## src/rtl/rle_pkg.sv

```systemverilog
// rtl/rle_pkg.sv - shared constants and state encoding for the RLE blocks
// Purpose: default symbol/count widths and the run FSM state type, used by
//          rle_decompressor and rle_compressor.
// Ports:   none (package).
package rle_pkg;

   localparam int RLE_DATA_W = 8;
   localparam int RLE_CNT_W  = 8;

   typedef enum logic [0:0] {
      IDLE   = 1'b0,
      EXPAND = 1'b1
   } rle_state_t;

endpackage

```

## src/rtl/rle_decompressor.sv

```systemverilog
// rtl/rle_decompressor.sv - expands (symbol, count) pairs into a symbol stream
// Purpose: accepts a (data_in, count_in) pair and emits data_in count_in times
//          on a valid/ready output, back-to-back across runs, zero counts dropped.
// Ports:
//   clk, rst_n            clock, asynchronous active-low reset
//   data_in, count_in     incoming pair
//   valid_in / ready_in   input handshake
//   data_out              expanded symbol
//   valid_out / ready_out output handshake
//   busy                  high while a run is being expanded
module rle_decompressor
   import rle_pkg::*;
#(
   parameter int DATA_W = RLE_DATA_W,
   parameter int CNT_W  = RLE_CNT_W
) (
   input  logic              clk,
   input  logic              rst_n,
   input  logic [DATA_W-1:0] data_in,
   input  logic [CNT_W-1:0]  count_in,
   input  logic              valid_in,
   output logic              ready_in,
   output logic [DATA_W-1:0] data_out,
   output logic              valid_out,
   input  logic              ready_out,
   output logic              busy
);

   rle_state_t        r_state;
   rle_state_t        w_next_state;
   logic [DATA_W-1:0] r_sym;
   logic [DATA_W-1:0] w_next_sym;
   logic [CNT_W-1:0]  r_remaining;
   logic [CNT_W-1:0]  w_next_remaining;

   logic w_last_beat;
   logic w_accept;
   logic w_consume;
   logic w_load;

   assign w_last_beat = (r_remaining == CNT_W'(1));

   // In EXPAND a new pair is only taken on the final beat being consumed,
   // so the reload lands exactly when the current run ends.
   assign ready_in  = (r_state == IDLE) ? 1'b1 : (w_last_beat && ready_out);
   assign valid_out = (r_state == EXPAND);
   assign data_out  = r_sym;
   assign busy      = (r_state == EXPAND);

   assign w_accept  = valid_in && ready_in;
   assign w_consume = valid_out && ready_out;
   assign w_load    = w_accept && (count_in != '0);

   always_comb begin
      w_next_state     = r_state;
      w_next_sym       = r_sym;
      w_next_remaining = r_remaining;
      case (r_state)
         IDLE: begin
            if (w_load) begin
               w_next_sym       = data_in;
               w_next_remaining = count_in;
               w_next_state     = EXPAND;
            end
         end
         EXPAND: begin
            if (w_consume) begin
               if (w_last_beat) begin
                  if (w_load) begin
                     w_next_sym       = data_in;
                     w_next_remaining = count_in;
                  end else begin
                     w_next_remaining = '0;
                     w_next_state     = IDLE;
                  end
               end else begin
                  w_next_remaining = r_remaining - CNT_W'(1);
               end
            end
         end
         default: w_next_state = IDLE;
      endcase
   end

   always_ff @(posedge clk or negedge rst_n) begin
      if (!rst_n) begin
         r_state     <= IDLE;
         r_sym       <= '0;
         r_remaining <= '0;
      end else begin
         r_state     <= w_next_state;
         r_sym       <= w_next_sym;
         r_remaining <= w_next_remaining;
      end
   end

endmodule
```

## config.mk

```make
export PLATFORM = sky130hd
export DESIGN_NAME = rle_decompressor
export DESIGN_NICKNAME = d
export VERILOG_FILES = /design/src/rtl/rle_pkg.sv /design/src/rtl/rle_decompressor.sv
export SDC_FILE = /design/constraint.sdc
export NUM_CORES = 1
export LEC_CHECK = 0
export BUFFER_PORTS_ARGS = -buffer_cell sky130_fd_sc_hd__buf_2
export CORE_AREA = 3 3 57 46
export DETAILED_ROUTE_END_ITERATION = 6
export DIE_AREA = 0 0 60 49
export PLACE_DENSITY = 0.73
export SETUP_SLACK_MARGIN = 0.1
export SYNTH_ARGS = -nofsm -noshare
export SYNTH_HDL_FRONTEND = slang
export SYNTH_SLANG_ARGS = --single-unit
export TNS_END_PERCENT = 30
```

## constraint.sdc

```tcl
create_clock -name clk -period 2.6 [get_ports clk]
set_input_delay 0.13 -clock clk [delete_from_list [all_inputs] [get_ports clk]]
set_output_delay 0.13 -clock clk [all_outputs]
set_load 0.02 [all_outputs]
```

==> qor.csv <==
stage;metric;value;unit
outcome;status;finished, final reports clean;
clock_tree;Max Buffers Root-to-Sink;2;
clock_tree;Worst-Skew Late Latency;0.29;ns
worst_setup_path;Reg2Reg Setup Slack;0.36;ns
floorplan;Chip Width;60;um
power_and_ir_drop;leakage;0.5674;nW
clock_tree;clock buffer count from CTS;3;
synthesis;Net Count, Synth;124;
synthesis;number of flops mapped to enable cells by yosys;0;
timing;FMAX;0.4457;GHz
synthesis;largest family of logic cells by synthesized area;simple AND/OR/NAND/NOR gates;
detailed_routing;Routed Antenna Nets;0;
floorplan;placement row count;14;
synthesis;compound-cell area share of the yosys netlist;0.1877;
detailed_routing;initial drt markers;32;
clock_tree;clock transition at the registers of the reported paths;0.09;ns
placement;Post-DP Area;1165;um2
layout;Layout area overhead;20.15;%
synthesis;ys flop type;dfrtp_1;
clock_tree;H-tree depth;1;
worst_setup_path;FF-to-FF Start;r_remaining[0];
synthesis;xor/xnor share of the synthesized area;0.01752;
synthesis;Adder-Cell Fraction of Synth Area;0.02503;
worst_setup_path;critical path endpoint category;flip-flop;
synthesis;area of the mapped netlist;999.7;um2
worst_setup_path;crit path launch;r_remaining[0];
placement;placed cells;153;
power_and_ir_drop;Max rail drop VDD;0.0005258;V
timing;clock skew;0.004049;ns
worst_setup_path;Startpoint Class;flip-flop;
detailed_routing;TritonRoute pass-1 iters;4;
timing;final hold violation count;0;
synthesis;Mapped Cells;102;
synthesis;simple-gate portion of the synthesized area;0.2015;
placement;DPL Wire Length;1825;um
worst_setup_path;Reg-to-Reg End;data_out[7];
worst_setup_path;Crit Path Class;reg -> reg;
synthesis;Area contributors post-synth;dfrtp_1 43%, mux2_2 10%, nand2_1 5.3%, o21ai_0 3.0%, a21boi_0 3.0%;
power_and_ir_drop;Overall Power;1.158;mW
detailed_routing;vias per cell;5.899;
detailed_routing;number of remaining DRC errors;0;
layout;most common cell after layout, fill and taps aside;buf_2;
synthesis;Yosys cell types;35;
timing;Worst-Margin Slew;0.4836;ns
placement;gpl congestion;0.9214;
synthesis;Synth top area share;0.4255;
synthesis;number of synthesized register bits;17;
timing;Tcrit/Tclk final;0.8630;
global_routing;grt ovf;0;
hold_path;Hold WC Path Type;in -> reg;
placement;I/O Buffers;30;
layout;Final Cell Area;1201;um2
hold_path;worst min-delay path startpoint;data_in[4];
floorplan;initial core utilization;0.4920;
timing;Fin Setup TNS;0;ns
hold_path;hold path cells;2;
synthesis;Avg Inst Size Synth;9.801;um2
worst_setup_path;Arr. time, crit path;2.42;ns
layout;fin cells;158;
clock_tree;clock sinks;17;
synthesis;sequential fraction of the synthesis area;0.4255;
global_routing;vias in the first global route;886;
synthesis;yosys warns;0;
worst_setup_path;Crit Path Max Fanout;8;
timing;fin crit period;2.244;ns
detailed_routing;DR vias;932;
global_routing;Total GRT Usage;0.1673;
clock_tree;clock root cell;clkbuf_4;
timing;Max-slew headroom;0.6751;
clock_tree;post_cts resized;0;
global_routing;antenna violations before repair;0;
detailed_routing;Detailed Route WL;2265;um
timing;RSZ-0062 raised after global routing;no;
clock_tree;CTS tree;yes;
hold_path;end of the worst hold path;data_out[4];
detailed_routing;WL/cell;14.34;um
layout;most frequent cells in the layout;30 x buf_2, 17 x dfrtp_1, 14 x nand2_1;
global_routing;first-pass GRT wire length;3760;um
floorplan;Die H;49;um
layout;utilization after layout;0.5911;
power_and_ir_drop;power per cell area;963.8;nW/um2
timing;max-slew violations;0;
layout;layout cell share with drive strength beyond 1;0.3657;
synthesis;Synth area leader;dfrtp_1;
synthesis;mux share of post-synthesis cell area;0.1014;
timing;final setup vio count;0;
worst_setup_path;Reg2Reg Depth;6;
floorplan;core area;2032;um2
floorplan;die area;2940;um2
floorplan;# IOs;31;
synthesis;fraction of registers with async set/reset;1.000;
flow_run;maxcap violations;0;
global_routing;largest net degree at the start of global routing;18;
layout;final net count;157;
worst_setup_path;Critical Path RT;2.77;ns
layout;antenna cells;0;
-- sequential cells by signal, indices dropped and copies added (netlist names) --
register     flops
busy             1
r_remaining      8
data_out         8
-- metal layers --
metal / global-route usage / up-vias / routed length (um)
met5: 0 / - / 0
met4: 0.03321 / 0 / 13
met3: 0.06085 / 2 / 205
met2: 0.2518 / 45 / 1046
met1: 0.2291 / 449 / 999
li1: - / 436 / -
-- worst max-delay path by stage --
stage	cells past startpoint	slack (ns)	end
after floorplan	7	0.67	data_out[0]
after global routing	6	0.23	data_out[5]
after global placement	6	0.55	data_out[0]
after detailed placement	7	0.43	data_out[7]
after CTS	6	0.40	data_out[7]
final	6	0.36	data_out[7]
-- cell families (layout without fill, tap and decap cells) --
family / Yosys count / count (layout)
simple gates: 37 / 37
fa+ha+maj: 2 / 2
xor+xnor: 2 / 2
flops: 17 / 17
mux: 9 / 9
buf+inv: 9 / 41
compound gates: 26 / 26
-- worst max-delay path, cell delays in order, from the launching register on --
cell	delay, ns
dfrtp_1	0.47
ha_1	0.23
nor3b_1	0.40
and2_2	0.29
nand2_4	0.08
a21oi_4	0.28
mux2_2	0.38
-- synthesized netlist by cell type (2+ instances only) --
library cell  count
o21ai_0           6
a221o_1           2
nand3_1           4
ha_1              2
inv_1             5
xnor2_1           2
mux2_2            9
dfrtp_1          17
a21boi_0          4
nor2b_1           2
a21oi_1           5
nor4_1            2
nor2_1            6
buf_4             2
nand2_1          14
-- report_power, final --
part	total, mW	switching (mW)	internal, mW
Clock	0.134	0.0746	0.0597
Combinational	0.531	0.280	0.250
Sequential	0.493	0.115	0.378
Total	1.16	0.470	0.688
-- per-stage QoR --
step                setup slack (ns)  hold WS (ns)
floorplan                     0.6695       -0.1656
global placement              0.5521       0.06367
detailed placement            0.4335       0.06359
CTS                           0.3985       0.06059
global route                  0.2286       0.05505
finish                        0.3563       0.06729
-- timing repair --
item,CTS,global route
endpoints found under the hold margin,17,0
buffers inserted,0,0
hold buffers,1,0
-- cell type report --
| class | instances | area, um2 |
|---|---|---|
| Sequential cell | 17 | 425.4 |
| Tap cell | 24 | 30.03 |
| Timing Repair Buffer | 32 | 167.7 |
| Fill cell | 181 | 830.8 |
| Inverter | 5 | 18.77 |
| Clock buffer | 4 | 26.28 |
| Multi-Input combinational cell | 76 | 533.0 |
Note: power is estimated with default switching activity, not from simulation.
